File: config.mk
export PLATFORM = sky130hd
export DESIGN_NAME = pot_scan_seq
export DESIGN_NICKNAME = d
export VERILOG_FILES = /design/src/rtl/pot_scan_seq.sv
export SDC_FILE = /design/constraint.sdc
export NUM_CORES = 1
export LEC_CHECK = 0
export BUFFER_PORTS_ARGS = -buffer_cell sky130_fd_sc_hd__buf_2
export CORE_MARGIN = 5
export CORE_UTILIZATION = 56
export DETAILED_ROUTE_END_ITERATION = 10
export MAX_ROUTING_LAYER = met4
export PLACE_DENSITY = 0.9
export REMOVE_ABC_BUFFERS = 1
export SLEW_MARGIN = 30
export SYNTH_ARGS = -nofsm -noshare
export SYNTH_HDL_FRONTEND = slang
export SYNTH_SLANG_ARGS = --single-unit
File: constraint.sdc
create_clock -name clk -period 3.6 [get_ports clk]
set_clock_uncertainty 0.2 [all_clocks]
set_input_delay 0 -clock clk [delete_from_list [all_inputs] [get_ports clk]]
set_output_delay 0 -clock clk [all_outputs]
set_load 0.005 [all_outputs]
File: src/rtl/pot_scan_seq.sv
// -----------------------------------------------------------------------------
// pot_scan_seq
//
// Command sequencer that sits in front of the SPI master talking to the
// slide-potentiometer A2D. It walks channels 0..NUM_CH-1 in round-robin order.
// For each channel it issues a convert command, waits GAP_CYC idle cycles for
// the conversion to finish, then issues a read command. The low 12 bits of
// the read response are stored per channel and announced with a one-cycle
// result pulse.
//
// Handshake with the SPI master:
//   snd is a one-cycle start strobe, and cmd is valid whenever snd=1.
//   A transaction is complete only on a rising edge of done. done is a level
//   that stays high from the end of a transaction until the next start, so a
//   done that is already high is never taken as completion. resp is sampled
//   on the done rising edge.
//
// Ports:
//   clk, rst   system clock, synchronous active-high reset
//   en         scan enable (level); sampled only in IDLE and STORE
//   snd, cmd   start pulse / command word to SPI master
//   done, resp SPI master completion level / received word
//   res_vld    one-cycle pulse, new result stored (res_ch, res_data)
//   pot_vals   all stored results, channel k at [12k+11:12k]
//   scan_done  one-cycle pulse together with res_vld of channel NUM_CH-1
// -----------------------------------------------------------------------------
module pot_scan_seq #(
    parameter int NUM_CH  = 5,
    parameter int GAP_CYC = 32
) (
    input  logic                   clk,
    input  logic                   rst,
    input  logic                   en,
    output logic                   snd,
    output logic [15:0]            cmd,
    input  logic                   done,
    input  logic [15:0]            resp,
    output logic                   res_vld,
    output logic [2:0]             res_ch,
    output logic [11:0]            res_data,
    output logic [NUM_CH*12-1:0]   pot_vals,
    output logic                   scan_done
);

    localparam int         GW      = (GAP_CYC > 1) ? $clog2(GAP_CYC) : 1;
    localparam logic [GW-1:0] GAP_LAST = GW'(GAP_CYC - 1);
    localparam logic [2:0] LAST_CH = 3'(NUM_CH - 1);

    typedef enum logic [2:0] {
        IDLE    = 3'd0,
        SEND_CV = 3'd1,
        WAIT_CV = 3'd2,
        GAP     = 3'd3,
        SEND_RD = 3'd4,
        WAIT_RD = 3'd5,
        STORE   = 3'd6
    } state_t;

    state_t          state;
    state_t          state_nxt;
    logic [2:0]      ch;
    logic [2:0]      ch_nxt;
    logic [GW-1:0]   gap_cnt;
    logic            done_q;
    logic            done_rise;
    logic [11:0]     rd_word;

    // The upper response nibble carries no conversion data.
    logic            unused_resp_hi;
    assign unused_resp_hi = &{1'b0, resp[15:12]};

    assign done_rise = done & ~done_q;

    // ------------------------------------------------------------------
    // FSM: state register
    // ------------------------------------------------------------------
    always_ff @(posedge clk) begin
        if (rst) begin
            state <= IDLE;
        end else begin
            state <= state_nxt;
        end
    end

    // ------------------------------------------------------------------
    // FSM: next-state logic
    // ------------------------------------------------------------------
    always_comb begin
        state_nxt = state;
        case (state)
            IDLE:    if (en) state_nxt = SEND_CV;
            SEND_CV: state_nxt = WAIT_CV;
            WAIT_CV: if (done_rise) state_nxt = GAP;
            GAP:     if (gap_cnt == GAP_LAST) state_nxt = SEND_RD;
            SEND_RD: state_nxt = WAIT_RD;
            WAIT_RD: if (done_rise) state_nxt = STORE;
            STORE:   state_nxt = en ? SEND_CV : IDLE;
            default: state_nxt = IDLE;
        endcase
    end

    // ------------------------------------------------------------------
    // FSM: outputs
    // ------------------------------------------------------------------
    always_comb begin
        snd    = 1'b0;
        ch_nxt = ch;
        if (state == SEND_CV || state == SEND_RD) begin
            snd = 1'b1;
        end
        if (state == STORE) begin
            ch_nxt = (ch == LAST_CH) ? 3'd0 : ch + 3'd1;
        end
    end

    // ------------------------------------------------------------------
    // Datapath registers
    // ------------------------------------------------------------------
    always_ff @(posedge clk) begin
        if (rst) begin
            done_q    <= 1'b0;
            gap_cnt   <= '0;
            ch        <= 3'd0;
            cmd       <= 16'h0000;
            rd_word   <= 12'h000;
            res_vld   <= 1'b0;
            res_ch    <= 3'd0;
            res_data  <= 12'h000;
            scan_done <= 1'b0;
            pot_vals  <= '0;
        end else begin
            done_q <= done;

            if (state == WAIT_CV && done_rise) begin
                gap_cnt <= '0;
            end else if (state == GAP) begin
                gap_cnt <= gap_cnt + GW'(1);
            end

            // Load cmd with the channel that the coming SEND state will
            // use; ch_nxt already reflects the STORE increment.
            if (state_nxt == SEND_CV || state_nxt == SEND_RD) begin
                cmd <= {2'b00, ch_nxt, 11'h000};
            end

            // resp is only guaranteed valid at the done rising edge.
            if (state == WAIT_RD && done_rise) begin
                rd_word <= resp[11:0];
            end

            res_vld   <= (state == STORE);
            scan_done <= (state == STORE) && (ch == LAST_CH);
            if (state == STORE) begin
                res_ch   <= ch;
                res_data <= rd_word;
            end

            ch <= ch_nxt;

            for (int k = 0; k < NUM_CH; k++) begin
                if (state == STORE && ch == 3'(k)) begin
                    pot_vals[12*k +: 12] <= rd_word;
                end
            end
        end
    end

endmodule

Word level (Yosys, flattened, before mapping)
Index checks and enable logic that the tools add are counted.

operators by class
  add/sub/neg operators = 2
  $mul = 0
  div/mod/pow operators = 0
  magnitude comparators = 0
  equal/unequal tests = 13
  shifts and indexed selects = 0
  muxes and demuxes = 9
  bitwise logic cells = 2
  reductions and logical operators = 12

operators with widths
  kind                                                                    number
  3-bit case mux with 7 select lines                                      1
  3-bit two-way mux                                                       6
  3-bit equality test (second input constant)                             5
  3-bit by 2-bit equality test with 1-bit output (second input constant)  4
  3-bit by 1-bit equality test with 1-bit output (second input constant)  3
  1-bit logical AND                                                       7
  3-bit zero test                                                         2
  5-bit by 1-bit adder with 5-bit output (second input constant)          1
  5-bit equality test (second input constant)                             1
  3-bit by 1-bit adder with 3-bit output (second input constant)          1
  1-bit logical OR                                                        2
  1-bit two-way mux                                                       2
  2-bit OR reduction                                                      1
  1-bit AND                                                               1
  1-bit NOT                                                               1

storage, ports and cells
  register bits after elaboration = 104
  bits in latches = 0
  RAM bits = 0
  memory bits (read-only) = 0
  input port bits = 20
  memories = 0

Depth between registers and ports, before layout
  depth after elaboration = 6
  depth in mapped cells = 7
  mapped depth without buffers = 6

Worst setup path before layout
No wires, ideal clock.

  path type = register to register
  start point = register gap_cnt[0]
  end point = register cmd[11]
  library setup time = 0.079 ns
  arrival = 1.692 ns
  data required time = 3.321 ns
  path slack = 1.629 ns
  stages on the path, launching flop included = 7
  buffers on the path = 0
  period minus slack after synthesis = 1.971 ns
  cell sequence = dfxtp_1 -> ha_1 -> and3_1 -> ha_1 -> and4b_4 -> or3_4 -> a211oi_2

on the way
  cells in the longest elaborated chain, start to end = 5
  elaborated cells on any way between the ends = 6
  classes of those cells = eq/ne (3); mux (2); reduce/logical (1)

ends and longest elaborated chain
  item                                                                                   RTL line  text
  from (decl)                                                                            63        logic [GW-1:0] gap_cnt;
  from (signal assigned)                                                                 137       gap_cnt <= gap_cnt + GW'(1);
  5-bit equality test *                                                                  94        GAP: if (gap_cnt == GAP_LAST) state_nxt = SEND_RD;
  3-bit two-way mux *                                                                    94
  3-bit case mux with 7 select lines *                                                   90        case (state)
  3-bit by 1-bit equality test with 1-bit output or 3-bit equality test (tied branches)  142       if (state_nxt == SEND_CV || state_nxt == SEND_RD) begin
  1-bit logical OR *                                                                     142
  to (signal assigned)                                                                   143       cmd <= {2'b00, ch_nxt, 11'h000};
  to (decl)                                                                              35        output logic [15:0] cmd,

Mark *: on every way between the ends. The rest lies on a longest branch, timed or not.
A chain may end at the register's enable or synchronous reset.

Final worst setup path
  start point = register state[1]
  end point = register pot_vals[31]

on the way
  cells in the longest elaborated chain, start to end = 2

ends and longest elaborated chain
  item                             RTL line  text
  from (decl)                      59        state_t state;
  from (signal assigned)           81        state <= state_nxt;
  3-bit equality test              161       if (state == STORE && ch == 3'(k)) begin
  1-bit logical AND                161
  to (signal, indexed assignment)  162       pot_vals[12*k +: 12] <= rd_word;
  to (decl)                        41        output logic [NUM_CH*12-1:0] pot_vals,

No other way between the ends.

==> qor.tcl <==
set qor(result_of_the_run) {finished, final reports clean}
set qor(ioPinCount) 114
set qor(fin_setup_tns_ns) 0
set qor(route.detailed.vias_per_inst) 5.794
set qor(relSlewSlack_pct) 38.40
set qor(layout.cells.most_common) {sky130_fd_sc_hd__dfxtp_1}
set qor(yosys-top-cells-area) {sky130_fd_sc_hd__dfxtp_1, sky130_fd_sc_hd__a21oi_1, sky130_fd_sc_hd__nand3_1, sky130_fd_sc_hd__o21ai_0, sky130_fd_sc_hd__nand2_1}
set qor(number_of_placement_rows) 31
set qor(areaGrowthSynthToFinish_pct) 16.28
set qor(drc) 0
set qor(crit_path_cell_trace) {nand4bb_2 > o21ai_0 > a21oi_1}
set qor(place_ws_ns) 1.131
set qor(layout.filler_cells) 622
set qor(port-buffer-count) 96
set qor(critical_path.slowest_cell) {sky130_fd_sc_hd__dfxtp_1}
set qor(detail_route.wl_per_cell_um) 16.49
set qor(global_route_wire_length_before_repair_mm) 17.93
set qor(antenna_fix_cells) 0
set qor(synthDistinctLibCells) 38
set qor(clk_latency_ns) 0.36
set qor(timing.critical_path.arrival_ns) 2.53
set qor(max_cap_violations) 0
set qor(period_needed_ns) 2.496
set qor(critical_path.max_fanout) 36
set qor(detail_route.iter0.violations) 306
set qor(overall_routed_net_length_mm) 11.35
set qor(gp_congestion) 0.8564
set qor(syn_inst) 507
set qor(required_ns) 3.64
set qor(fin_total_pwr_mw) 1.945
set qor(die_x_um) 97.04
set qor(layout-drive-gt1-share_pct) 21.05
set qor(ant_nets) 0
set qor(finalCritPeriodShare_pct) 69.33
set qor(grt_start_max_net_pins) 53
set qor(vdd.ir_drop.worst_v) 0.0002257
set qor(min_path_type) {in -> reg}
set qor(initial_standard_cell_utilization_of_the_core_pct) 57.88
set qor(dr.pass1.iters) 5
set qor(max-clock-path-buffers) 2
set qor(synth.avg_cell_area_um2) 8.368
set qor(yosys.area.top_type) {sky130_fd_sc_hd__dfxtp_1}
set qor(cts.clk_slew.worst_paths_ns) 0.10
set qor(detailroute.via_count) 3986
set qor(yosysSeqAreaShare_pct) 49.07
set qor(sum_of_net_half_perimeters_after_detailed_placement_mm) 7.462
set qor(seq_area_um2) 2083
set qor(placed_cells_incl_taps) 658
set qor(first_global_vias) 3657
set qor(critPathCaptureType) {register}
set qor(cts_tree) {done}
set qor(dpl_cell_area_um2) 4603
set qor(cts.sinks) 104
set qor(maxSlewViolCount) 0
set qor(crit_path_start_kind) {register}
set qor(p_leak_nw) 1.943
set qor(finalSetupViolations) 0
set qor(number_of_setup_buffers_added_after_cts) 0
set qor(multi_input_gate_area_in_the_final_layout_um2) 1861
set qor(die_height_um) 97.04
set qor(fmaxAchievable_mhz) 400.6
set qor(cellPowerDensity_nw_per_um2) 394.2
set qor(die_area_um2) 9417
set qor(final_nets) 611
set qor(max_stage_delay_ns) 0.83
set qor(synth_seq_cells) 104
set qor(ctsRootBufferMaster) {sky130_fd_sc_hd__clkbuf_8}
set qor(total_cts_buffers) 9
set qor(cts-htree-levels) 3
set qor(grt-ovfl-total) 0
set qor(synthDominantCellAreaShare_pct) 49.07
set qor(fp.coreArea_um2) 7331
set qor(final_hold_viol_count) 0
set qor(final_util_pct) 67.30
set qor(unrepaired_setup_endpoints_after_global_routing) {no}
set qor(cell_area_after_layout_um2) 4933
set qor(worst_slack_ns) 1.104
set qor(mostFrequentLayoutCells) {sky130_fd_sc_hd__dfxtp_1, sky130_fd_sc_hd__buf_2, sky130_fd_sc_hd__a21oi_1}
set qor(final_cell_count_without_fillers) 688
set qor(synthesis.yosys.warnings) 0
set qor(grt_use_total_pct) 23.70
set qor(antenna_found_initial) 0
set qor(syn_std_cell_area_um2) 4243
set qor(worst-setup-path-type) {reg -> reg}
set qor(max_slew.worst_pin.slew_ns) 0.9239
set qor(hold_ws_ns) 0.05275
## metal layers
layer	global-route usage, %	vias up	wire [um]
li1	-	1893	-
met1	28.96	1863	4475
met2	39.28	204	5583
met3	4.388	26	999
met4	8.315	0	289
met5	-	-	0
## area by class of cell
type	count	area share, %
multi-input cells	347	37.71
well taps	99	2.511
repair buffers	113	13.04
clock inverters	7	1.319
clock buffers	9	2.511
inverters	9	0.6848
flip-flops and latches	104	42.23
## report_power, final
part | switching [mW] | internal (mW) | leakage, nW | total [mW]
Combinational | 0.0473 | 0.0367 | 1.01 | 0.0840
Clock | 0.419 | 0.266 | 0.0934 | 0.685
Sequential | 0.0192 | 1.16 | 0.839 | 1.18
## logic make-up (layout without fill, tap and decap cells)
kind of cell    after synthesis  in the layout  synth area share, %
compound gates              163            163                19.99
simple gates                158            158                19.20
flops                       104            104                49.07
buf+inv                      68            138                8.257
fa+ha+maj                     7              7                2.064
xor+xnor                      3              3               0.6194
mux                           3              3               0.7078
other cells                   1             13              0.08838
## worst max-delay path, delay by kind of cell (launching register included)
family | cells | cell delay (ns)
compound gates | 2 | 0.59
flops | 1 | 0.83
simple gates | 1 | 0.75
## registers in the layout, indices dropped and copies added (netlist names)
register and cells:
pot_vals 60, rd_word 12, res_data 12, gap_cnt 5
ch 3, cmd 3, res_ch 3, state 3
done_q 1, res_vld 1, scan_done 1
## worst paths after layout
path | from | end | slack [ns] | depth (start not counted)
setup / recovery | state[1]$_SDFF_PP0_ | pot_vals[31]$_SDFFE_PP0P_ | 1.10 | 3
hold reg to reg | pot_vals[37]$_SDFFE_PP0P_ | pot_vals[37]$_SDFFE_PP0P_ | 0.26 | 2
setup reg to reg | state[1]$_SDFF_PP0_ | pot_vals[31]$_SDFFE_PP0P_ | 1.10 | 3
hold / removal | rst | state[2]$_SDFF_PP0_ | 0.05 | 2
## Yosys cell counts
library cell                  n
sky130_fd_sc_hd__a211oi_2     3
sky130_fd_sc_hd__nor4_1       3
sky130_fd_sc_hd__or3_1        1
sky130_fd_sc_hd__nand4b_1     3
sky130_fd_sc_hd__a21o_1       1
sky130_fd_sc_hd__nor4b_2      1
sky130_fd_sc_hd__o21ai_1      1
sky130_fd_sc_hd__and4bb_1     2
sky130_fd_sc_hd__nor2b_1      3
sky130_fd_sc_hd__buf_4       21
sky130_fd_sc_hd__mux2i_1      3
sky130_fd_sc_hd__a32oi_1      1
sky130_fd_sc_hd__xnor2_1      1
sky130_fd_sc_hd__nand3_1     64
sky130_fd_sc_hd__xor2_1       2
sky130_fd_sc_hd__nand2b_1     1
sky130_fd_sc_hd__inv_1        9
sky130_fd_sc_hd__nor3_1       1
sky130_fd_sc_hd__a31oi_1      1
sky130_fd_sc_hd__nor3b_1      1
sky130_fd_sc_hd__and4b_4      1
sky130_fd_sc_hd__nand3b_1     1
sky130_fd_sc_hd__or3_4        1
sky130_fd_sc_hd__clkbuf_1    25
sky130_fd_sc_hd__and3_1       2
sky130_fd_sc_hd__buf_2       13
sky130_fd_sc_hd__conb_1       1
sky130_fd_sc_hd__nand3b_2     1
sky130_fd_sc_hd__o211ai_1     1
sky130_fd_sc_hd__nand2_1     56
sky130_fd_sc_hd__and3b_1      1
sky130_fd_sc_hd__dfxtp_1    104
sky130_fd_sc_hd__and4b_1      3
sky130_fd_sc_hd__nor2_1      10
sky130_fd_sc_hd__ha_1         7
sky130_fd_sc_hd__a21oi_1     93
sky130_fd_sc_hd__o21ai_0     62
sky130_fd_sc_hd__nand4bb_1    2
## timing repair
action	4_1_cts	5_1_grt
endpoints found under the hold margin	15	0
gates resized for setup	0	0
hold buffers	14	0
Note: power is estimated with default switching activity, not from simulation.
